`src/rtl/move_decoder.sv`:
```
// move_decoder: recovers blank-tile slides from successive 8-puzzle boards.
// Optional GOAL_DETECT_EN macro adds the goal-board comparator on out_goal.
module move_decoder #(
    parameter int          CNT_W      = 8,
    parameter logic [35:0] GOAL_BOARD = 36'h123456780
) (
    input  logic             clk,
    input  logic             rst,
    input  logic             start,
    input  logic             in_valid,
    output logic             in_ready,
    input  logic [35:0]      in_board,
    output logic             out_valid,
    input  logic             out_ready,
    output logic [1:0]       out_dir,
    output logic [3:0]       out_blank,
    output logic             out_err,
    output logic             out_goal,
    output logic [CNT_W-1:0] move_cnt
);

    typedef enum logic {EMPTY, TRACK} state_t;

    state_t      state_q, state_d;
    logic [35:0] prev_q;
    logic [3:0]  ob_q;
    logic        accept;
    logic [3:0]  nb;
    logic        found;
    logic [8:0]  diff;
    logic [3:0]  ndiff;
    logic        adj;
    logic [1:0]  dir;
    logic        legal;
    logic [4:0]  delta;

    function automatic logic [3:0] tile(input logic [35:0] b,
                                        input logic [3:0] p);
        tile = 4'd0;
        for (int i = 0; i < 9; i++)
            if (p == 4'(i)) tile = b[35-4*i -: 4];
    endfunction

    function automatic logic [1:0] row(input logic [3:0] p);
        row = (p < 4'd3) ? 2'd0 : (p < 4'd6) ? 2'd1 : 2'd2;
    endfunction

    assign in_ready = !start && (!out_valid || out_ready);
    assign accept   = in_valid && in_ready;
    assign delta    = {1'b0, nb} - {1'b0, ob_q};

    // Locate the lowest blank and the set of changed positions.
    always_comb begin
        nb    = 4'd0;
        found = 1'b0;
        diff  = '0;
        ndiff = 4'd0;
        for (int p = 8; p >= 0; p--) begin
            if (in_board[35-4*p -: 4] == 4'd0) begin
                nb    = 4'(p);
                found = 1'b1;
            end
        end
        for (int p = 0; p < 9; p++) begin
            diff[p] = in_board[35-4*p -: 4] != prev_q[35-4*p -: 4];
            ndiff   = ndiff + {3'b000, diff[p]};
        end
    end

    // Classify the blank displacement; sideways moves must stay in a row.
    always_comb begin
        adj = 1'b0;
        dir = 2'b00;
        unique case (delta)
            5'b11101: begin adj = 1'b1; dir = 2'b00; end
            5'b00011: begin adj = 1'b1; dir = 2'b01; end
            5'b11111: begin adj = row(nb) == row(ob_q); dir = 2'b10; end
            5'b00001: begin adj = row(nb) == row(ob_q); dir = 2'b11; end
            default:  begin adj = 1'b0; dir = 2'b00; end
        endcase
        legal = found && adj && (ndiff == 4'd2)
              && diff[ob_q] && diff[nb]
              && (tile(in_board, ob_q) == tile(prev_q, nb))
              && (tile(in_board, nb) == 4'd0);
    end

    // State register.
    always_ff @(posedge clk or posedge rst) begin
        if (rst) state_q <= EMPTY;
        else     state_q <= state_d;
    end

    // Next state: a found blank in EMPTY establishes the reference.
    always_comb begin
        state_d = state_q;
        if (start)
            state_d = EMPTY;
        else if (accept && state_q == EMPTY && found)
            state_d = TRACK;
    end

    // Reference board, counter and result register.
    always_ff @(posedge clk or posedge rst) begin
        if (rst) begin
            prev_q    <= '0;
            ob_q      <= '0;
            move_cnt  <= '0;
            out_valid <= 1'b0;
            out_dir   <= 2'b00;
            out_blank <= 4'd0;
            out_err   <= 1'b0;
        end else if (start) begin
            prev_q    <= '0;
            ob_q      <= '0;
            move_cnt  <= '0;
            out_valid <= 1'b0;
            out_dir   <= 2'b00;
            out_blank <= 4'd0;
            out_err   <= 1'b0;
        end else if (accept) begin
            out_dir   <= 2'b00;
            out_blank <= 4'd0;
            if (state_q == EMPTY) begin
                out_valid <= !found;
                out_err   <= !found;
                if (found) begin
                    prev_q <= in_board;
                    ob_q   <= nb;
                end
            end else begin
                out_valid <= 1'b1;
                out_err   <= !legal;
                if (legal) begin
                    out_dir   <= dir;
                    out_blank <= nb;
                    prev_q    <= in_board;
                    ob_q      <= nb;
                    if (move_cnt != '1)
                        move_cnt <= move_cnt + 1'b1;
                end
            end
        end else if (out_ready) begin
            out_valid <= 1'b0;
        end
    end

`ifdef GOAL_DETECT_EN
    logic goal_ok;
    assign goal_ok = (state_q == EMPTY) ? found : legal;

    // Goal flag travels with the result (and the reference board).
    always_ff @(posedge clk or posedge rst) begin
        if (rst)         out_goal <= 1'b0;
        else if (start)  out_goal <= 1'b0;
        else if (accept) out_goal <= goal_ok && (in_board == GOAL_BOARD);
    end
`else
    assign out_goal = 1'b0;
`endif

endmodule

```
`config.mk`:
```
export PLATFORM = sky130hd
export DESIGN_NAME = move_decoder
export DESIGN_NICKNAME = d
export VERILOG_FILES = /design/src/rtl/move_decoder.sv
export SDC_FILE = /design/constraint.sdc
export NUM_CORES = 1
export LEC_CHECK = 0
export ABC_AREA = 1
export BUFFER_PORTS_ARGS = -buffer_cell sky130_fd_sc_hd__buf_2
export CELL_PAD_IN_SITES_DETAIL_PLACEMENT = 0
export CELL_PAD_IN_SITES_GLOBAL_PLACEMENT = 1
export CORE_ASPECT_RATIO = 0.7
export CORE_UTILIZATION = 42
export CTS_CLUSTER_SIZE = 14
export DETAILED_ROUTE_END_ITERATION = 8
export PLACE_DENSITY_LB_ADDON = 0.1
export SYNTH_ARGS = -nofsm -noshare
export SYNTH_HDL_FRONTEND = slang
export SYNTH_SLANG_ARGS = --single-unit
```
`constraint.sdc`:
```
create_clock -name clk -period 6.3 [get_ports clk]
set_input_delay 0.945 -clock clk [delete_from_list [all_inputs] [get_ports clk]]
set_output_delay 0.945 -clock clk [all_outputs]
set_load 0.01 [all_outputs]
```
==> results by group <==
Status
  – Status: completed

Clock tree
  – CTS tree: yes
  – H-tree depth: 3
  – CTS Buf Count: 9
  – Clk_lat worst skew: 340 ps
  – Total clock sinks: 57
  – Max Root-Sink Buffers: 2
  – Clock root cell: clkbuf_16
  – Clock transition at path regs: 50 ps

Layout
  – Layout Nets: roughly 850
  – Layout Cells excl Fill: 949
  – Fillers: 1111
  – Area growth, synth to finish: 20.5%
  – Finished Cell Area: 0.00590 sq mm
  – Antenna Diode Count: 0
  – Layout cells sized above 1: 20.2%

Placement
  – # port buffers: 57
  – Placed Area: 0.00534 sq mm
  – Dpl ws: -162 ps
  – Placer's final routability congestion estimate: 0.879
  – Placed cell count: between 900 and 1000
  – Placed wire-length estimate: 11.8 mm

Yosys
  – Syn Area/Cell: roughly 6.8 sq um
  – Post-synthesis cell type count: 50
  – Most used flip-flop cell after synthesis: dfrtp_1
  – Post-synthesis adder-cell area fraction: under 10%
  – Post-synthesis net count: 778
  – Syn. warnings: 0
  – Largest family of logic cells by synthesized area: simple AND/OR/NAND/NOR gates
  – Multiplexer share of the synthesized area: 0%
  – EDFF count, synth: 0
  – Asr flop ratio synth: between 90% and 100%
  – Post-synthesis register bit count: 57
  – Post-Synth XOR/XNOR Area: ~7.0%
  – Compound-gate portion of the synthesized area: under 10%
  – Post-synthesis instance total: 724
  – Netlist Area Pre-Place: 0.00489 sq mm
  – Simple-Gate Fraction of Synth Area: 43.0%
  – Register area share after synthesis: a little under 30%

Worst setup path
  – Worst Path Arrival: 6160 ps
  – Slowest-stage cell, CP: fa_1
  – Crit-path leading delay family: adder cells
  – Crit path depth: 28
  – CP max FO: 11
  – CP Launch Type: input pin
  – Critical path buffer and inverter count: 3
  – Worst setup EP type: flip-flop
  – R2R depth: 27
  – R2r setup slk: 650 ps
  – Worst path max stage delay: roughly 560 ps
  – CP required: between 6000 and 7000 ps
  – Setup CP Type: input pin to flip-flop
  – Most used cell, CP: fa_1

Floorplanning
  – Core ar.: 0.0112 sq mm
  – Top Ports: 59
  – Die Y: slightly above 90 um
  – Die Span X: between 100 and 150 um
  – Initial Util: a little over two fifths
  – Row count: 32
  – Die Outline Area: 0.0121 sq mm

Global routing
  – Largest net degree at the start of global routing: 58
  – Initial antenna violation count: 0
  – Vias in the first global route: 4639
  – GRT Util Overall: between 20% and 30%
  – Global-route wire length before repair: ~25 mm
  – GRT Residual Overflow: 0

Hold path
  – Hold Path Depth: 2
  – Worst hold path type: flip-flop to flip-flop

Timing
  – RSZ-0062 raised after global routing: false
  – Minimum hold slack: around 470 ps
  – Final setup fails: 0
  – Layout Skew: 9.16 ps
  – Max-slew violation count: 0
  – Setup TNS: 0 ps
  – Setup WS post-layout: about 360 ps
  – Final hold vios: 0
  – Fin crit share: 94.3%
  – Post-layout min period: 5940 ps
  – Maximum clock rate: 0.168 GHz
  – Slew @ Worst Pin: 931 ps
  – Headroom to the max-slew limit: 37.9%

Routing
  – Pre-antenna DRT Iters: 5
  – DR iter-0 viols: 456
  – WL/cell: 17.6 um
  – DR vias: just over 5000
  – Vias per cell: 5.46
  – # DRC: 0
  – DRT antenna net count: 0
  – Routed WL: around 17 mm

Power and ir drop
  – Maximum VDD drop: between 0.1 and 0.15 mV
  – PD cells: 239 mW/mm^2
  – LEAKAGE: ~0.0032 uW

Run
  – Max_cap viols: 0
[Yosys cell counts, types with 2 or more instances]
cell | instances | area (sq um)
a22oi_1 | 3 | 22.5
dfrtp_1 | 57 | 1430
a31o_2 | 2 | 17.5
nand3b_1 | 2 | 15.0
nor4_1 | 4 | 25.0
buf_6 | 4 | 45.0
or2_2 | 6 | 37.5
nand3_1 | 87 | 435
nand2_4 | 5 | 56.3
clkbuf_1 | 7 | 26.3
o221ai_1 | 2 | 17.5
nand2_2 | 9 | 56.3
nor2_2 | 2 | 12.5
xor2_1 | 31 | 272
o2111ai_1 | 2 | 17.5
nand4_1 | 27 | 169
nand2_1 | 224 | 841
o22ai_1 | 5 | 31.3
inv_2 | 17 | 63.8
o21ai_1 | 3 | 15.0
xnor2_1 | 8 | 70.1
a21oi_1 | 16 | 80.1
ha_1 | 7 | 87.6
nor3_1 | 7 | 35.0
a221oi_1 | 3 | 26.3
inv_1 | 73 | 274
o21ai_0 | 12 | 60.1
nor2_1 | 61 | 229
fa_1 | 6 | 120
nor3b_1 | 3 | 22.5
nor2_4 | 4 | 45.0
buf_4 | 7 | 52.6
[worst paths after layout]
kind,start,end
worst min register to register,out_blank[1],out_blank[1]
worst min-delay path,out_blank[1],out_blank[1]
worst max-delay path,in_board[21],prev_q[3]
max in group asynchronous,rst,prev_q[32]
worst max register to register,prev_q[32],prev_q[3]
min in group asynchronous,rst,prev_q[2]
[cell usage in the layout (no fill, tap or decap), drive strengths merged, types with 3 or more instances in the layout]
| master | synthesis | routed |
|---|---|---|
| dfrtp | 57 | 57 |
| ha | 7 | 7 |
| nand2 | 239 | 244 |
| nor2 | 68 | 68 |
| xor2 | 31 | 31 |
| clkbuf | 7 | 13 |
| inv | 91 | 91 |
| a22oi | 3 | 3 |
| nor4 | 5 | 5 |
| fa | 6 | 6 |
| a221oi | 3 | 3 |
| o22ai | 5 | 5 |
| nor3b | 3 | 3 |
| or2 | 7 | 7 |
| xnor2 | 8 | 8 |
| buf | 11 | 67 |
| nor3 | 8 | 8 |
| o21ai | 15 | 15 |
| a21oi | 17 | 17 |
| nand3 | 88 | 88 |
| nand4 | 29 | 29 |
[stage by stage]
stage                     power, uW  util [%]
final                          1410      52.8
after global routing           1480      52.8
after CTS                      1360      50.8
after detailed placement        810      47.8
after global placement          800      47.8
after floorplan                 694         -
[sequential cells by signal, indices dropped and copies added (netlist names)]
| signal | flops |
|---|---|
| prev_q | 36 |
| move_cnt | 8 |
| ob_q | 4 |
| out_blank | 4 |
| out_dir | 2 |
| out_err | 1 |
| out_valid | 1 |
| state_q | 1 |
[final cells by class]
| type | instances | area, sq um | area share, % |
|---|---|---|---|
| Inverter | 91 | 344 | 5.83 |
| Timing Repair Buffer | 69 | 435 | 7.38 |
| Sequential cell | 57 | 1430 | 24.2 |
| Clock buffer | 11 | 253 | 4.29 |
| Clock inverter | 5 | 77.6 | 1.32 |
| Multi-Input combinational cell | 563 | 3170 | 53.8 |
| Tap cell | 153 | 191 | 3.25 |
[kinds of logic (layout without fill, tap and decap cells)]
| group | Yosys count | count (layout) |
|---|---|---|
| other cells | 1 | 1 |
| xor+xnor | 39 | 39 |
| fa+ha+maj | 13 | 13 |
| compound gates | 55 | 55 |
| buf+inv | 109 | 176 |
| flops | 57 | 57 |
| simple gates | 450 | 455 |
[report_power, final]
part | internal (uW) | switching (uW)
registers | 397 | 36.2
logic | 144 | 279
clock network | 366 | 186
[worst min-delay path, cell delays in order (launching register included)]
cell and delay [ps]:
dfrtp_1 330, nand2_1 50, nand2_1 50
[layer usage]
layer / global-route usage (%) / wire length (um)
met5: 0 / 0
met4: 5.75 / 211
met3: 7.39 / 1260
met2: 37.5 / 6800
met1: 41.5 / 8470
[timing repair]
| action | 4_1_cts | 5_1_grt |
|---|---|---|
| gates resized for setup | 0 | 25 |
| setup endpoints to repair | 0 | 47 |
| hold buffers | 0 | 0 |
| buffers inserted | 0 | 1 |
Note: power is estimated with default switching activity, not from simulation.
